<file path="config.mk">
export PLATFORM = sky130hd
export DESIGN_NAME = ota_cmp_sequencer
export DESIGN_NICKNAME = d
export VERILOG_FILES = /design/src/rtl/ota_cmp_sequencer.sv
export SDC_FILE = /design/constraint.sdc
export NUM_CORES = 1
export LEC_CHECK = 0
export ABC_AREA = 1
export CAP_MARGIN = 10
export CORE_ASPECT_RATIO = 1.5
export CORE_MARGIN = 10
export CORE_UTILIZATION = 45
export DETAILED_ROUTE_END_ITERATION = 10
export GPL_ROUTABILITY_DRIVEN = 0
export HOLD_SLACK_MARGIN = 0.05
export PLACE_DENSITY = 0.82
export SLEW_MARGIN = 15
export SYNTH_ARGS = -nofsm -noshare
export SYNTH_HDL_FRONTEND = slang
export SYNTH_SLANG_ARGS = --single-unit
</file>
<file path="constraint.sdc">
create_clock -name i_clk -period 1.61 [get_ports i_clk]
set_clock_uncertainty 0.1 [all_clocks]
set_input_delay 0.2415 -clock i_clk [delete_from_list [all_inputs] [get_ports i_clk]]
set_output_delay 0.2415 -clock i_clk [all_outputs]
set_load 0.02 [all_outputs]
</file>
<file path="src/rtl/ota_cmp_sequencer.sv">
// ota_cmp_sequencer
//
// Shares the single OTA comparator among NCH requesting channels. A
// round-robin arbiter picks a channel in IDLE, the analog mux is pointed at
// it, the comparator is enabled for a programmable settle time, the
// synchronized comparator output is sampled, and the decision is returned
// with its channel tag over a valid/ready handshake.
//
// Optional feature macro: OTA_CMP_MAJORITY_EN
//   defined     -> SAMPLE lasts 3 cycles, decision is the majority of 3 samples
//   not defined -> SAMPLE lasts 1 cycle, decision is the single sample
//
// Ports:
//   i_clk            clock
//   i_rst            synchronous active-high reset
//   i_req            level request per channel
//   i_settle_cycles  settle count S, latched at grant (SETTLE lasts S+1 cycles)
//   i_cmp_in         raw comparator output, asynchronous to i_clk
//   o_mux_sel        analog input mux select
//   o_cmp_en         comparator enable
//   o_busy           high in any state except IDLE
//   o_res_valid      result available
//   i_res_ready      consumer accepts the result
//   o_res_ch         channel of the current result
//   o_res_bit        decision, 1 means Vip > Vin
//
// state  | meaning
// -------+--------------------------------------------------------------
// IDLE   | waiting for a request, arbitration happens here
// SETTLE | mux selected, comparator enabled, counting down settle time
// SAMPLE | capturing the synchronized comparator output
// HOLD   | result presented, waiting for the consumer handshake

module ota_cmp_sequencer #(
    parameter int NCH      = 4,
    parameter int CHW      = $clog2(NCH),
    parameter int SETTLE_W = 4
) (
    input  logic                i_clk,
    input  logic                i_rst,
    input  logic [NCH-1:0]      i_req,
    input  logic [SETTLE_W-1:0] i_settle_cycles,
    input  logic                i_cmp_in,
    output logic [CHW-1:0]      o_mux_sel,
    output logic                o_cmp_en,
    output logic                o_busy,
    output logic                o_res_valid,
    input  logic                i_res_ready,
    output logic [CHW-1:0]      o_res_ch,
    output logic                o_res_bit
);

    // Encoding chosen so that bit 0 is exactly "comparator enabled" and every
    // transition along the conversion path flips a single bit; the comparator
    // enable therefore comes straight off a flop without decode glitches.
    typedef enum logic [1:0] {
        ST_IDLE   = 2'b00,
        ST_SETTLE = 2'b01,
        ST_SAMPLE = 2'b11,
        ST_HOLD   = 2'b10
    } state_t;

    state_t                r_state;
    state_t                w_state_nxt;

    logic [CHW-1:0]        r_ptr;
    logic [CHW-1:0]        r_mux_sel;
    logic [SETTLE_W-1:0]   r_cnt;
    logic [CHW-1:0]        r_res_ch;
    logic                  r_res_bit;
    logic                  r_sync1;
    logic                  r_sync2;

    logic                  w_cmp_sync;
    logic                  w_grant_vld;
    logic [CHW-1:0]        w_grant;
    logic [CHW-1:0]        w_idx;
    logic [CHW-1:0]        w_ptr_nxt;
    logic                  w_sample_done;
    logic                  w_decision;
    logic                  w_handshake;

    assign w_cmp_sync  = r_sync2;
    assign w_handshake = (r_state == ST_HOLD) && i_res_ready;

    // Round-robin search: scan offsets from high to low so the lowest offset
    // from r_ptr (the first set bit at or after the pointer) wins.
    always_comb begin
        w_grant_vld = 1'b0;
        w_grant     = '0;
        w_idx       = '0;
        for (int i = NCH - 1; i >= 0; i--) begin
            w_idx = CHW'((int'(r_ptr) + i) % NCH);
            if (i_req[w_idx]) begin
                w_grant_vld = 1'b1;
                w_grant     = w_idx;
            end
        end
    end

    assign w_ptr_nxt = (w_grant == CHW'(NCH - 1)) ? '0 : w_grant + CHW'(1);

`ifdef OTA_CMP_MAJORITY_EN
    logic [1:0] r_samp;
    logic [1:0] r_samp_cnt;

    assign w_sample_done = (r_samp_cnt == 2'd2);
    // Third sample is taken live on the final SAMPLE edge.
    assign w_decision    = (r_samp[1] & r_samp[0]) |
                           (r_samp[1] & w_cmp_sync) |
                           (r_samp[0] & w_cmp_sync);

    always_ff @(posedge i_clk) begin
        if (i_rst) begin
            r_samp     <= '0;
            r_samp_cnt <= '0;
        end else if (r_state == ST_SAMPLE) begin
            r_samp     <= {r_samp[0], w_cmp_sync};
            r_samp_cnt <= w_sample_done ? 2'd0 : r_samp_cnt + 2'd1;
        end
    end
`else
    assign w_sample_done = 1'b1;
    assign w_decision    = w_cmp_sync;
`endif

    // State register
    always_ff @(posedge i_clk) begin
        if (i_rst) begin
            r_state <= ST_IDLE;
        end else begin
            r_state <= w_state_nxt;
        end
    end

    // Next-state logic
    always_comb begin
        w_state_nxt = r_state;
        case (r_state)
            ST_IDLE:   if (w_grant_vld) w_state_nxt = ST_SETTLE;
            ST_SETTLE: if (r_cnt == '0) w_state_nxt = ST_SAMPLE;
            ST_SAMPLE: if (w_sample_done) w_state_nxt = ST_HOLD;
            ST_HOLD:   if (w_handshake) w_state_nxt = ST_IDLE;
            default:   w_state_nxt = ST_IDLE;
        endcase
    end

    // Outputs
    always_comb begin
        o_cmp_en    = r_state[0];
        o_busy      = (r_state != ST_IDLE);
        o_res_valid = (r_state == ST_HOLD);
        o_mux_sel   = r_mux_sel;
        o_res_ch    = r_res_ch;
        o_res_bit   = r_res_bit;
    end

    // Datapath: synchronizer, arbitration pointer, settle timer, result
    always_ff @(posedge i_clk) begin
        if (i_rst) begin
            r_sync1   <= 1'b0;
            r_sync2   <= 1'b0;
            r_ptr     <= '0;
            r_mux_sel <= '0;
            r_cnt     <= '0;
            r_res_ch  <= '0;
            r_res_bit <= 1'b0;
        end else begin
            r_sync1 <= i_cmp_in;
            r_sync2 <= r_sync1;
            case (r_state)
                ST_IDLE: begin
                    if (w_grant_vld) begin
                        r_mux_sel <= w_grant;
                        r_cnt     <= i_settle_cycles;
                        r_ptr     <= w_ptr_nxt;
                    end
                end
                ST_SETTLE: begin
                    if (r_cnt != '0) r_cnt <= r_cnt - SETTLE_W'(1);
                end
                ST_SAMPLE: begin
                    if (w_sample_done) begin
                        r_res_bit <= w_decision;
                        r_res_ch  <= r_mux_sel;
                    end
                end
                default: ;
            endcase
        end
    end

endmodule

</file>
==> out/results.ini, run 1 <==
[timing]
worst_pin_slew_ns=0.312
rsz0062_at_grt=true
slew_headroom=0.791
finalCritPeriodShare=1.03
max_freq_mhz=605
setup_viol_count_final=3
fin_ws_ns=-0.0417
hold_viol_final=0
maxSlewViolCount=0
min_period_ns=1.65

[cts]
cts_buffers=3
clockBufferDepth=2
root_buffer=clkbuf_4
clk_latency_ns=0.30
clk_pin_slew_ns=0.10
cts_tree=yes
cts_htree_levels=1
clock_sinks=15

[setup_path]
crit_slowest_cell=dfxtp_4
crit_family=simple AND/OR/NAND/NOR gates
worstRegToRegCells=14
crit_required_ns=1.71
worstSetupStartpointType=register
rrSetupSlack_ns=-0.04
crit_chain=buf_12 -> inv_8 -> nand2_1 -> nand2_2 -> nand2_4 -> nand2_4 -> nor2_4 -> nand2_4 -> nand2_8 -> inv_2 -> nand2_2 -> nand2_1 -> nor2_1 -> nor2_1
crit_path_end_kind=register
critPathMaxFanout=7
worst-path-buf-inv=3
worst_path_most_repeated_cell=nand2_4
critical_path_class=reg2reg
worstSetupPathDepth=14
arrival_ns=1.76
max_stage_delay_ns=0.39

[synth]
synth_edf_count=0
avgSynthCellArea_sq_um=6.53
postSynthNetCount=149
syn_area_sq_um=888
yosysUniqueCellTypes=23
syn_inst=136
synth_ff_type=dfxtp_1
async_reset_ff_frac=0
yosysWarnings=0
ys_seq_elements=15
ys_seq_area_frac=0.338

[route]
viasPerCell=5.03
drcViolationCount=0
first_pass_iters=4
drtAntennaViolNets=0
post_drt_wl_per_cell_um=13.2
drtIter0Drc=30
wirelength_um=2560
via_count=976

[die]
die_w_um=56.3
core_area_sq_um=1850
ios=20
initial_core_util=0.479
die_area_sq_um=4190
die_y_um=74.4
rows=19

[pwr]
ir_drop_mv=1.03
pwr_density_cell_nw_per_um2=1710
power_w=0.00235
p_leak_nw=0.738

[global_routing]
grt_antenna_before_repair=0
grt_overflow=0
first_global_vias=941
grt_usage=0.109
grt_pass1_wl_um=3790
grt_max_degree=10

[layout]
fin_nets=187
diodes=0
area.growth.synth_to_final_pct=54.4
stdcell_count=194
drive_above_1_share=0.329

[run_status]
violations=negative setup slack
status=complete, but fails checks

[place]
pre_cts_ws_ns=-0.292
dp_hpwl_um=1710
place_inst=188
port-buffer-count=19

[flow_run]
drv_cap=0

[worst_hold_path]
min_path_type=reg2reg
hold_depth=2

## metrics by stage
| stage | cell area (sq um) | hold slack (ns) | utilization | TNS [ns] |
|---|---|---|---|---|
| after floorplan | 888 | 0.211 | - | 0 |
| after global placement | 1200 | 0.302 | 0.649 | -1.57 |
| after detailed placement | 1200 | 0.306 | 0.649 | -2.12 |
| after CTS | 1270 | 0.322 | 0.683 | 0 |
| after global routing | 1370 | 0.343 | 0.740 | -0.620 |
| final | 1370 | 0.319 | 0.740 | -0.0585 |
## per-layer routing
| layer | share of wire | wire (um) | global-route usage |
|---|---|---|---|
| met2 | 0.51 | 1310 | 0.194 |
| met3 | 0.039 | 100 | 0.0324 |
| met4 | 0.044 | 112 | 0.0804 |
| met1 | 0.41 | 1040 | 0.106 |
| met5 | 0 | 0 | 0 |
## cell families (layout without fill, tap and decap cells)
family	count (synthesis)	in the layout	share of synthesized area
compound gates	23	23	0.138
fa+ha+maj	1	1	0.0141
flops	15	15	0.338
buf+inv	26	63	0.121
simple gates	69	69	0.369
xor+xnor	2	2	0.0197
## state kept, by name (all words and copies together) (netlist names)
name and count:
r_state 2, r_cnt 4, o_mux_sel 2, r_sync1 1, r_sync2 1, o_res_bit 1
o_res_ch 2, r_ptr 2
## layout by cell type (no fill, tap or decap), types with 6 or more instances in the layout
| master | n |
|---|---|
| nand2_1 | 25 |
| clkdlybuf4s50_1 | 10 |
| a21oi_1 | 7 |
| buf_4 | 13 |
| inv_1 | 21 |
| dfxtp_1 | 13 |
| nand2_4 | 6 |
| nor2_1 | 14 |
| o21ai_0 | 8 |
| nand2_2 | 9 |
## worst paths after layout
path                 start        to
hold reg to reg    r_sync1   r_sync2
hold / removal     r_sync1   r_sync2
setup reg to reg  r_ptr[0]  r_ptr[1]
setup / recovery  r_ptr[0]  r_ptr[1]
## area by class of cell
cell class                 count  area (sq um)
timing repair buffer          34           333
tap                           21          26.3
inverter                      25           101
sequential                    15           308
clock inverter                 1          5.00
multi-input combinational     95           576
clock buffer                   3          22.5
fill                         150           483
## worst reg2reg max path: stages (launching register included)
cell,delay (ns)
dfxtp_4,0.39
buf_12,0.12
inv_8,0.04
nand2_1,0.07
nand2_2,0.07
nand2_4,0.09
nand2_4,0.07
nor2_4,0.11
nand2_4,0.09
nand2_8,0.09
inv_2,0.04
nand2_2,0.07
nand2_1,0.06
nor2_1,0.10
nor2_1,0.05
## Yosys cell counts, types with 2 or more instances
| library cell | count | area share |
|---|---|---|
| nand2_1 | 35 | 0.15 |
| inv_1 | 21 | 0.089 |
| dfxtp_1 | 15 | 0.34 |
| nor2_1 | 15 | 0.063 |
| nand3_1 | 9 | 0.051 |
| o21ai_0 | 9 | 0.051 |
| a21oi_1 | 8 | 0.045 |
| inv_2 | 3 | 0.013 |
| nand2_2 | 3 | 0.021 |
| o21ai_1 | 3 | 0.017 |
| nand2_4 | 2 | 0.025 |
| nor2_2 | 2 | 0.014 |
## repair_timing
| item | CTS | global route |
|---|---|---|
| hold buffers | 0 | 0 |
| buffers inserted | 1 | 0 |
| gates resized for setup | 17 | 26 |
| setup endpoints to repair | 13 | 13 |
| gates cloned | 0 | 1 |
| pin swaps | 5 | 8 |
## power breakdown
part / switching (W) / internal (W)
registers: 0.000105 / 0.000485
clock network: 0.000133 / 0.0000927
logic: 0.000854 / 0.000679
Note: power is estimated with default switching activity, not from simulation.
==> inputs of run 2 (changes only) <==
--- a/config.mk
+++ b/config.mk
@@ -14,6 +14,7 @@
 export GPL_ROUTABILITY_DRIVEN = 0
 export HOLD_SLACK_MARGIN = 0.05
 export PLACE_DENSITY = 0.82
+export SKIP_CTS_REPAIR_TIMING = 1
 export SLEW_MARGIN = 15
 export SYNTH_ARGS = -nofsm -noshare
 export SYNTH_HDL_FRONTEND = slang
==> out/results.ini, run 2 (same netlist as run 1, synthesis figures left out) <==
[setup_path]
crit_chain=inv_2 -> nand2_1 -> nand2_2 -> nand2_4 -> nand2_2 -> nor2_4 -> nand2_4 -> nand2_8 -> inv_2 -> nand2_2 -> nand2_1 -> nor2_1 -> nor2_1
worst-path-buf-inv=2
crit_family=simple AND/OR/NAND/NOR gates
rrSetupSlack_ns=-0.08
crit_required_ns=1.71
worstSetupStartpointType=register
worst_path_most_repeated_cell=nand2_2
reg2reg_from=r_ptr[1]
worstRegToRegCells=13
critPathMaxFanout=7
critical_path_class=reg2reg
crit_slowest_cell=dfxtp_2
crit_path_end_kind=register
rr_endpoint=r_ptr[1]
max_stage_delay_ns=0.45
arrival_ns=1.79
cp-startpoint=r_ptr[1]

[route]
post_drt_wl_per_cell_um=12.5
wirelength_um=2420
via_count=972
drtAntennaViolNets=0
viasPerCell=5.01
drcViolationCount=0
first_pass_iters=5
drtIter0Drc=33

[layout]
mostFrequentLayoutCells=26 x nand2_1, 21 x inv_1, 15 x nor2_1, 13 x dfxtp_1, 13 x buf_4
diodes=0
area.growth.synth_to_final_pct=54.1
stdcell_count=194
drive_above_1_share=0.295
largest_reg_flops=4
fin_nets=187
largest_register=r_cnt
nFillCells=140
ff_latch_area_sq_um=305
multi_input_area_sq_um=553
layout_commonest_cell=nand2_1

[place]
dp_hpwl_um=1710
port-buffer-count=19
pre_cts_ws_ns=-0.292
place_inst=188

[global_routing]
grt_max_degree=10
grt_usage=0.104
grt_overflow=0
first_global_vias=925
grt_antenna_before_repair=0
grt_pass1_wl_um=3640

[timing]
rsz0062_at_grt=true
max_freq_mhz=591
maxSlewViolCount=0
setup_viol_count_final=6
finalCritPeriodShare=1.05
worst_pin_slew_ns=0.295
hold_viol_final=0
slew_headroom=0.803
fin_ws_ns=-0.0810
min_period_ns=1.69

[run_status]
violations=negative setup slack
status=complete, but fails checks

[worst_hold_path]
min_path_type=reg2reg
hold_end=r_sync2
hold_depth=2
worstHoldStart=r_sync1

[die]
die_w_um=56.3
initial_core_util=0.479
die_y_um=74.4
ios=20
core_area_sq_um=1850
rows=19
die_area_sq_um=4190

[cts]
clk_pin_slew_ns=0.09
cts_htree_levels=1
clockBufferDepth=2
clock_sinks=15
root_buffer=clkbuf_4
cts_buffers=3
clk_latency_ns=0.30
cts_tree=yes

[pwr]
ir_drop_mv=1.07
pwr_density_cell_nw_per_um2=1670
p_leak_nw=0.791

[flow_run]
drv_cap=0

==> run 2: final cells by class <==
cell class / instances / share of cell area
tap: 21 / 0.0192
clock buffer: 3 / 0.0165
sequential: 15 / 0.223
multi-input combinational: 95 / 0.404
timing repair buffer: 34 / 0.260
inverter: 25 / 0.0740
clock inverter: 1 / 0.00366
==> run 2: worst max path at each step <==
| stage | end | slack [ns] | depth (start not counted) |
|---|---|---|---|
| after floorplan | r_ptr[1] | 0.13 | 13 |
| after global placement | r_ptr[1] | -0.23 | 12 |
| after detailed placement | r_ptr[1] | -0.29 | 12 |
| after CTS | o_res_valid | -0.29 | 3 |
| after global routing | r_ptr[1] | -0.16 | 13 |
| final | r_ptr[1] | -0.08 | 13 |
==> run 2: through the flow <==
step / setup TNS (ns) / total power [W] / hold WS, ns / utilization / area [sq um]
after detailed placement: -2.12 / 0.00184 / 0.306 / 0.649 / 1200
after global placement: -1.57 / 0.00179 / 0.302 / 0.649 / 1200
final: -0.222 / 0.00229 / 0.318 / 0.738 / 1370
after floorplan: 0 / 0.00139 / 0.211 / - / 888
after global routing: -0.757 / 0.00246 / 0.343 / 0.738 / 1370
after CTS: -1.03 / 0.00207 / 0.322 / 0.664 / 1230
==> run 2: power by group <==
group	internal (W)	leakage (nW)	switching (W)
Combinational	0.000671	0.649	0.000810
Sequential	0.000483	0.125	0.000104
Clock	0.0000927	0.0177	0.000131
Total	0.00125	0.791	0.00105
==> run 2: routing by layer <==
metal / up-vias / GRT usage / wire length (um)
li1: 498 / - / -
met1: 428 / 0.101 / 966
met2: 36 / 0.182 / 1230
met3: 10 / 0.0358 / 135
met4: 0 / 0.0777 / 89
met5: - / 0 / 0
==> run 2: worst reg2reg max path: stages, from the launching register on <==
cell     delay [ns]
dfxtp_2        0.45
inv_2          0.10
nand2_1        0.08
nand2_2        0.06
nand2_4        0.08
nand2_2        0.09
nor2_4         0.14
nand2_4        0.09
nand2_8        0.10
inv_2          0.04
nand2_2        0.07
nand2_1        0.06
nor2_1         0.10
nor2_1         0.05
==> inputs of run 3 (changes only) <==
==> constraint.sdc (replaced) <==
create_clock -name i_clk -period 1.61 [get_ports i_clk]
set_clock_uncertainty 0.1 [all_clocks]
set_input_delay 0.322 -clock i_clk [delete_from_list [all_inputs] [get_ports i_clk]]
set_output_delay 0.322 -clock i_clk [all_outputs]
set_load 0.02 [all_outputs]
==> out/results.ini, run 3 (same netlist as run 1, synthesis figures left out) <==
[layout]
layout_commonest_cell=nand2_1
nFillCells=96
area.growth.synth_to_final_pct=78.5
final_util=0.855
mostFrequentLayoutCells=20 x nand2_1, 19 x inv_1, 14 x nor2_1, 14 x buf_4, 13 x dfxtp_1
drive_above_1_share=0.421
largest_register=r_cnt
diodes=0
fin_nets=192
fin_area_sq_um=1590
largest_reg_flops=4

[die]
ios=20
rows=19
die_area_sq_um=4190
die_y_um=74.4
core_area_sq_um=1850
die_w_um=56.3
initial_core_util=0.479

[cts]
cts_htree_levels=1
cts_buffers=3
clock_sinks=15
clk_pin_slew_ns=0.10
clockBufferDepth=2
clk_latency_ns=0.30
root_buffer=clkbuf_4
cts_tree=yes

[route]
drtAntennaViolNets=0
drcViolationCount=0
wirelength_um=3080
via_count=1039
post_drt_wl_per_cell_um=15.5
drtIter0Drc=25
first_pass_iters=6
viasPerCell=5.22

[global_routing]
grt_antenna_before_repair=0
first_global_vias=973
grt_usage=0.113
grt_pass1_wl_um=3940
grt_max_degree=10
grt_overflow=0

[timing]
setup_viol_count_final=9
finalCritPeriodShare=1.06
maxSlewViolCount=0
hold_viol_final=0
fin_tns_setup_ns=-0.589
rsz0062_at_grt=true
max_freq_mhz=583
fin_ws_ns=-0.105
slew_headroom=0.753
min_period_ns=1.71
worst_pin_slew_ns=0.370

[run_status]
status=complete, but fails checks
violations=negative setup slack

[pwr]
ir_drop_mv=1.07
p_leak_nw=0.859
pwr_density_cell_nw_per_um2=1760

[place]
port-buffer-count=19
pre_cts_ws_ns=-0.401
dp_hpwl_um=1820
dpl_cell_area_sq_um=1210

[setup_path]
crit_required_ns=1.71
critPathMaxFanout=7
critical_path_class=in2reg
worstSetupStartpointType=primary input
crit_path_end_kind=register
arrival_ns=1.82

[worst_hold_path]
min_path_type=reg2reg

[flow_run]
drv_cap=0

-- run 3: cell types whose count changed in the layout (fill, tap and decap cells not counted), moves of 4 or more --
cell and change:
a21oi_1 -5, a21oi_2 +5, buf_6 +4, nand2_1 -6, nand2_4 +4, nand3_4 +5
-- run 3: final timing paths --
path | from | to | slack [ns] | depth (start not counted)
hold reg to reg | r_sync1 | r_sync2 | 0.32 | 2
setup reg to reg | r_ptr[1] | r_ptr[1] | -0.09 | 13
hold / removal | r_sync1 | r_sync2 | 0.32 | 2
setup / recovery | i_req[2] | o_mux_sel[1] | -0.10 | 11
-- run 3: layer usage --
metal / vias up / GRT usage / routed length (um)
met5: - / 0 / 0
met4: 0 / 0.0536 / 161
met3: 13 / 0.0409 / 155
met2: 35 / 0.209 / 1690
met1: 482 / 0.109 / 1070
li1: 509 / - / -
-- run 3: layout make-up --
| cell class | instances | area, sq um | area share |
|---|---|---|---|
| Inverter | 25 | 106 | 0.0671 |
| Timing Repair Buffer | 39 | 410 | 0.259 |
| Clock inverter | 1 | 5.00 | 0.00316 |
| Sequential cell | 15 | 308 | 0.194 |
| Multi-Input combinational cell | 95 | 707 | 0.446 |
| Tap cell | 21 | 26.3 | 0.0166 |
| Clock buffer | 3 | 22.5 | 0.0142 |
-- run 3: worst max-delay path, stage by stage --
cell,delay (ns)
clkdlybuf4s50_1,0.50
inv_1,0.10
nand2_4,0.10
nand3_4,0.09
nand2_4,0.10
nor2_4,0.04
nand2_4,0.11
nand2_8,0.09
buf_4,0.15
a21oi_2,0.14
nor2_1,0.07
-- run 3: power breakdown --
part | internal (W) | switching (W) | total (W) | leakage, nW
logic | 0.000894 | 0.00106 | 0.00196 | 0.716
registers | 0.000485 | 0.000122 | 0.000607 | 0.125
clock network | 0.0000928 | 0.000136 | 0.000229 | 0.0177
-- run 3: stage by stage --
| step | total power, W | std cells | hold WS [ns] |
|---|---|---|---|
| floorplan | 0.00139 | 136 | 0.288 |
| detailed placement | 0.00185 | 189 | 0.303 |
| global route | 0.00298 | 199 | 0.338 |
| CTS | 0.00208 | 193 | 0.319 |
| finish | 0.00279 | 199 | 0.317 |
| global placement | 0.00180 | 189 | 0.303 |
